[config.mk]
export PLATFORM = sky130hd
export DESIGN_NAME = tlul_host_bridge
export DESIGN_NICKNAME = d
export VERILOG_FILES = /design/src/rtl/tlul_host_bridge.sv
export SDC_FILE = /design/constraint.sdc
export NUM_CORES = 1
export LEC_CHECK = 0
export ABC_CLOCK_PERIOD_IN_PS = 2700
export CORE_ASPECT_RATIO = 0.6
export CORE_MARGIN = 2
export CORE_UTILIZATION = 38
export CTS_CLUSTER_DIAMETER = 80
export CTS_CLUSTER_SIZE = 12
export DETAILED_ROUTE_END_ITERATION = 10
export PLACE_DENSITY_LB_ADDON = 0.05
export RECOVER_POWER = 100
export SYNTH_ARGS = -nofsm -noshare
export SYNTH_HDL_FRONTEND = slang
export SYNTH_SLANG_ARGS = --single-unit
[constraint.sdc]
create_clock -name clk_i -period 2.7 [get_ports clk_i]
set_clock_uncertainty 0.1 [all_clocks]
set_input_delay 0.54 -clock clk_i [delete_from_list [all_inputs] [get_ports clk_i]]
set_output_delay 0.54 -clock clk_i [all_outputs]
set_load 0.1 [all_outputs]
[src/rtl/tlul_host_bridge.sv]
// Single-outstanding TL-UL initiator: a simple command/response handshake
// becomes one Get/Put on the xbar host port, with D-channel timeout.

package tlul_pkg;
    localparam int unsigned AW = 32;
    localparam int unsigned DW = 32;
    localparam int unsigned MW = 4;
    localparam int unsigned SW = 8;
    localparam int unsigned UW = 16;

    localparam logic [2:0] PUT_FULL_DATA    = 3'h0;
    localparam logic [2:0] PUT_PARTIAL_DATA = 3'h1;
    localparam logic [2:0] GET              = 3'h4;
    localparam logic [2:0] ACCESS_ACK       = 3'h0;
    localparam logic [2:0] ACCESS_ACK_DATA  = 3'h1;

    localparam logic [UW-1:0] A_USER_DEFAULT = '0;

    typedef struct packed {
        logic          a_valid;
        logic [2:0]    a_opcode;
        logic [2:0]    a_param;
        logic [1:0]    a_size;
        logic [SW-1:0] a_source;
        logic [AW-1:0] a_address;
        logic [MW-1:0] a_mask;
        logic [DW-1:0] a_data;
        logic [UW-1:0] a_user;
        logic          d_ready;
    } tl_h2d_t;

    typedef struct packed {
        logic          d_valid;
        logic [2:0]    d_opcode;
        logic [2:0]    d_param;
        logic [1:0]    d_size;
        logic [SW-1:0] d_source;
        logic          d_sink;
        logic [DW-1:0] d_data;
        logic [UW-1:0] d_user;
        logic          d_error;
        logic          a_ready;
    } tl_d2h_t;
endpackage

module tlul_host_bridge #(
    parameter int unsigned TimeoutCycles = 1024,
    parameter logic [7:0]  SrcBase       = 8'h40
) (
    input  logic              clk_i,
    input  logic              rst_i,
    output tlul_pkg::tl_h2d_t tl_o,
    input  tlul_pkg::tl_d2h_t tl_i,
    input  logic              cmd_valid_i,
    output logic              cmd_ready_o,
    input  logic              cmd_we_i,
    input  logic [31:0]       cmd_addr_i,
    input  logic [31:0]       cmd_wdata_i,
    input  logic [3:0]        cmd_be_i,
    output logic              rsp_valid_o,
    input  logic              rsp_ready_i,
    output logic [31:0]       rsp_rdata_o,
    output logic              rsp_err_o,
    output logic              rsp_timeout_o
);
    import tlul_pkg::*;

    localparam int unsigned CntW = (TimeoutCycles > 2) ? $clog2(TimeoutCycles) : 1;

    localparam logic [1:0] ST_IDLE = 2'd0;
    localparam logic [1:0] ST_REQ  = 2'd1;
    localparam logic [1:0] ST_RESP = 2'd2;
    localparam logic [1:0] ST_DONE = 2'd3;

    logic [1:0]      state_q, state_n;
    logic [1:0]      tag_q, tag_n;
    logic [CntW-1:0] cnt_q, cnt_n;
    tl_h2d_t         a_q, a_n;
    logic            cmd_ready_q, cmd_ready_n;
    logic            rsp_valid_q, rsp_valid_n;
    logic [31:0]     rsp_rdata_q, rsp_rdata_n;
    logic            rsp_err_q, rsp_err_n;
    logic            rsp_timeout_q, rsp_timeout_n;

    logic unused_bits;
    assign unused_bits = ^{tl_i.d_param, tl_i.d_size, tl_i.d_sink, tl_i.d_user,
                           cmd_addr_i[1:0]};

    // State and registered outputs
    always_ff @(posedge clk_i) begin
        if (rst_i) begin
            state_q       <= ST_IDLE;
            tag_q         <= 2'd0;
            cnt_q         <= '0;
            a_q           <= '0;
            cmd_ready_q   <= 1'b0;
            rsp_valid_q   <= 1'b0;
            rsp_rdata_q   <= 32'd0;
            rsp_err_q     <= 1'b0;
            rsp_timeout_q <= 1'b0;
        end else begin
            state_q       <= state_n;
            tag_q         <= tag_n;
            cnt_q         <= cnt_n;
            a_q           <= a_n;
            cmd_ready_q   <= cmd_ready_n;
            rsp_valid_q   <= rsp_valid_n;
            rsp_rdata_q   <= rsp_rdata_n;
            rsp_err_q     <= rsp_err_n;
            rsp_timeout_q <= rsp_timeout_n;
        end
    end

    // Next-state and next-output logic
    always_comb begin
        state_n       = state_q;
        tag_n         = tag_q;
        cnt_n         = cnt_q;
        a_n           = a_q;
        a_n.d_ready   = 1'b1;
        rsp_valid_n   = rsp_valid_q;
        rsp_rdata_n   = rsp_rdata_q;
        rsp_err_n     = rsp_err_q;
        rsp_timeout_n = rsp_timeout_q;

        case (state_q)
            ST_IDLE: begin
                if (cmd_valid_i && cmd_ready_q) begin
                    a_n.a_address = {cmd_addr_i[31:2], 2'b00};
                    a_n.a_size    = 2'd2;
                    a_n.a_param   = 3'd0;
                    a_n.a_source  = {SrcBase[7:2], tag_q};
                    a_n.a_user    = A_USER_DEFAULT;
                    if (cmd_we_i) begin
                        a_n.a_opcode = (cmd_be_i == 4'hF) ? PUT_FULL_DATA : PUT_PARTIAL_DATA;
                        a_n.a_mask   = cmd_be_i;
                        a_n.a_data   = cmd_wdata_i;
                    end else begin
                        a_n.a_opcode = GET;
                        a_n.a_mask   = 4'hF;
                        a_n.a_data   = 32'd0;
                    end
                    // A write with no enabled bytes is rejected without touching the bus
                    if (cmd_we_i && (cmd_be_i == 4'h0)) begin
                        state_n     = ST_DONE;
                        rsp_valid_n = 1'b1;
                        rsp_err_n   = 1'b1;
                    end else begin
                        state_n     = ST_REQ;
                        a_n.a_valid = 1'b1;
                    end
                end
            end
            ST_REQ: begin
                if (tl_i.a_ready) begin
                    a_n.a_valid = 1'b0;
                    cnt_n       = '0;
                    state_n     = ST_RESP;
                end
            end
            ST_RESP: begin
                cnt_n = cnt_q + CntW'(1);
                if (tl_i.d_valid && a_q.d_ready && (tl_i.d_source == a_q.a_source)) begin
                    state_n     = ST_DONE;
                    rsp_valid_n = 1'b1;
                    rsp_err_n   = tl_i.d_error;
                    rsp_rdata_n = (tl_i.d_opcode == ACCESS_ACK_DATA && !tl_i.d_error)
                                  ? tl_i.d_data : 32'd0;
                end else if (cnt_q == CntW'(TimeoutCycles - 1)) begin
                    state_n       = ST_DONE;
                    rsp_valid_n   = 1'b1;
                    rsp_err_n     = 1'b1;
                    rsp_timeout_n = 1'b1;
                    rsp_rdata_n   = 32'd0;
                end
            end
            ST_DONE: begin
                if (rsp_ready_i) begin
                    state_n       = ST_IDLE;
                    tag_n         = tag_q + 2'd1;
                    rsp_valid_n   = 1'b0;
                    rsp_rdata_n   = 32'd0;
                    rsp_err_n     = 1'b0;
                    rsp_timeout_n = 1'b0;
                end
            end
            default: state_n = ST_IDLE;
        endcase

        cmd_ready_n = (state_n == ST_IDLE);
    end

    assign tl_o          = a_q;
    assign cmd_ready_o   = cmd_ready_q;
    assign rsp_valid_o   = rsp_valid_q;
    assign rsp_rdata_o   = rsp_rdata_q;
    assign rsp_err_o     = rsp_err_q;
    assign rsp_timeout_o = rsp_timeout_q;
endmodule

==> results <==
## through the flow
step / instances / area (um^2) / setup WS [ns] / hold WS (ns)
floorplan: 562 / 4810 / 0.237 / 0.344
global placement: 896 / 6730 / 0.117 / 0.340
detailed placement: 896 / 6730 / 0.0498 / 0.344
CTS: 928 / 7380 / 0.484 / 0.323
global route: 928 / 6940 / 0.192 / 0.368
finish: 928 / 6940 / 0.239 / 0.349
## cell families after synthesis
family	after synthesis	share of synthesized area, %
AO/OA/AOI/OAI	123	16.6
flip-flops	123	52.3
AND/OR/NAND/NOR	208	20.1
multiplexers	3	0.664
other	1	0.0796
buffers and inverters	67	8.26
XOR/XNOR	9	1.67
adder cells (fa/ha/maj)	1	0.266
## path summary, 6_finish.rpt
check,cells after the start,end,startpoint
max,7,rsp_err_o,tl_i[53]
min,2,tl_o[18],tl_o[18]
max reg2reg,4,tl_o[45],state_q[1]
min reg2reg,2,tl_o[18],tl_o[18]
## layer usage
metal / global-route usage [%] / wire, um / up-vias / part of all wire, %
met2: 31.7 / 6250 / 166 / 44
met4: 7.29 / 175 / 0 / 1.2
met5: 0 / 0 / - / 0
met3: 6.04 / 1040 / 15 / 7.3
li1: - / - / 2216 / -
met1: 29.1 / 6730 / 2072 / 47
## layout by cell type (no fill, tap or decap), types with 2 or more instances in the layout
| cell type | instances |
|---|---|
| bufinv_16 | 4 |
| clkinv_4 | 2 |
| nand3_1 | 36 |
| clkbuf_16 | 17 |
| nand2_1 | 116 |
| conb_1 | 28 |
| xor2_1 | 8 |
| clkdlybuf4s50_1 | 114 |
| inv_6 | 2 |
| clkbuf_1 | 111 |
| nor4_1 | 4 |
| nor3_1 | 10 |
| nor3b_1 | 5 |
| clkbuf_2 | 2 |
| o21ai_0 | 5 |
| a22o_1 | 32 |
| nand4_1 | 6 |
| nor2_1 | 20 |
| a21oi_1 | 75 |
| nor2b_1 | 2 |
| clkbuf_8 | 3 |
| a211oi_1 | 2 |
| mux2i_1 | 2 |
| dfxtp_1 | 123 |
| buf_4 | 3 |
| inv_1 | 2 |
| clkinvlp_4 | 4 |
| buf_12 | 3 |
## power by group
| part | internal, W | switching, W |
|---|---|---|
| Clock | 0.00163 | 0.000828 |
| Sequential | 0.00191 | 0.0000694 |
| Combinational | 0.000294 | 0.00116 |
## worst max-delay path, delay by kind of cell
kind	cells	cell delay [ns]
AO/OA/AOI/OAI	2	0.54
buffers and inverters	2	0.61
AND/OR/NAND/NOR	2	0.78
multiplexers	1	0.23
## sequential cells by signal, indices dropped and copies added (netlist names)
signal,cells
cmd_ready_o,1
cnt_q,10
rsp_err_o,1
rsp_rdata_o,32
rsp_timeout_o,1
rsp_valid_o,1
state_q,2
tag_q,2
tl_o,73
## layout make-up
class	count	area, um^2	area share [%]
tap	165	206	2.97
clock buffer	20	467	6.72
clock inverter	12	185	2.67
timing repair buffer	234	1660	23.9
sequential	123	2460	35.5
multi-input combinational	372	1950	28.1
inverter	2	7.51	0.108
==> summary.txt <==
Power and ir drop
  • VDD IR-drop max: 0.440 mV
  • Static leakage power: between 2 and 2.5 nW
  • Pwr dens: approximately 850 nW/um^2
  • Final Power: 0.00589 W

Logic synthesis
  • Share of Yosys cell area claimed by the top area cell type: around 52%
  • Flip-flop and latch count after synthesis: roughly 120
  • Mapped Cells: ~540
  • Largest area contributor in the netlist: dfxtp_1
  • Number of synthesized flops with an enable pin: 0
  • Number of warnings printed during yosys synthesis: 0
  • Share of synthesized area occupied by flip-flops and latches: between 50% and 60%
  • Syn Std Cell Area: about 4700 um^2
  • Synth top area cells: dfxtp_1 (52%), nand2_1 (9.2%), a21oi_1 (8.0%)
  • Synth unique cells: 41
  • Async set-or-reset flop fraction in the synthesized netlist: 0%
  • Most frequently used flop master after synthesis: dfxtp_1
  • Most frequent cell after synthesis: dfxtp_1
  • Commonest cells in the synthesized netlist: dfxtp_1 (123), nand2_1 (116), a21oi_1 (75)
  • Synthesized area per cell: 8.80 um^2

Placement
  • Final weighted congestion in routability-driven placement: 0.855
  • Number of buffers added on ports: ~230
  • Detailed placement HPWL: between 9000 and 10000 um

Global route
  • Wire length of the first global-routing pass: 22200 um
  • Largest net degree at the start of global routing: 74
  • Number of antenna violations at the first check in global routing: 0
  • Number of global-route vias before repair: 4187
  • Global-route total usage across every layer: 21.1%
  • Global-route congestion overflow total: 0

Timing
  • Final sum of negative setup slack: 0 ns
  • Fmax: ~410 MHz
  • Final Max Tran Viols: between 70 and 80
  • Worst slew margin relative to its limit: -4.42%
  • Fraction of the cycle the final worst path needs: between 90% and 100%
  • Setup repair after global routing missed its margin: false
  • Crit path time final: approximately 2.5 ns
  • Fin. Hold Viols: 0
  • Measured slew at the worst slew-check pin: roughly 1.6 ns
  • Number of setup violations in the final report: 0

Cells and area
  • Fillcell total: approximately 1200
  • Final layout net count: between 800 and 900
  • Fin util: approximately 58%
  • Layout cell share with drive strength beyond 1: under 10%
  • Number of inserted diodes: 0
  • Growth of design area from synthesis to finish: 47.5%

Route
  • DRC errors left: 0
  • Final Routed Wirelength: about 14000 um
  • Avg WL per Cell: 15.3 um
  • Count of nets left with antenna violations after detail routing: 0
  • Total via count after detailed routing: ~4500
  • Vias per std cell: around 4.8
  • Iter 0 DRT Violations: between 200 and 250
  • 1st-pass router iterations: 5

Clock network
  • CTS hold repair buffers: 0
  • Clock tree from TritonCTS: built
  • Max clock buf depth: 2
  • CTS sink cnt: about 120
  • # resized after CTS: 0
  • Clock buffer count from CTS: 17
  • Root Buffer: clkbuf_16
  • Latest clock arrival within the worst-skew pair: 0.41 ns
  • H-tree depth reported by CTS: 4
  • CTS clk-pin slew, worst paths: ~0.060 ns
  • Post-CTS repair timing setup buffer count: 0

Setup path
  • Worst-case register-to-register setup slack: 0.60 ns
  • Critical path's largest stage delay: roughly 0.44 ns
  • CP endpoint kind: register
  • Required time of the worst setup path: 2.94 ns
  • Critical Path, Cell by Cell: clkdlybuf4s50_1 > or3_4 > nor4_1 > buf_4 > a31oi_1 > a211oi_1 > mux2i_1
  • Element type at the critical path start: primary input
  • Arr. time, crit path: 2.70 ns
  • Kind of critical path: primary input to register
  • Maximum net fanout on the critical path: 2
  • Slowest stage cell, crit path: a211oi_1

Min path
  • Hold WC Path Type: register to register

Status
  • Outcome: finished with violations
  • Violated checks: capacitance limit, slew limit

Floorplan
  • Y dimension of the die: ~90 um
  • Chip width: around 150 um
  • Std-Cell Core Area: about 12000 um^2
  • Total die area: 13300 um^2
  • Core Rows: 31
  • # IOs: around 280
  • Initial core utilization: 39.0%

Job
  • Reported max-cap violation count: 1
(Power assumes the default switching activity.)
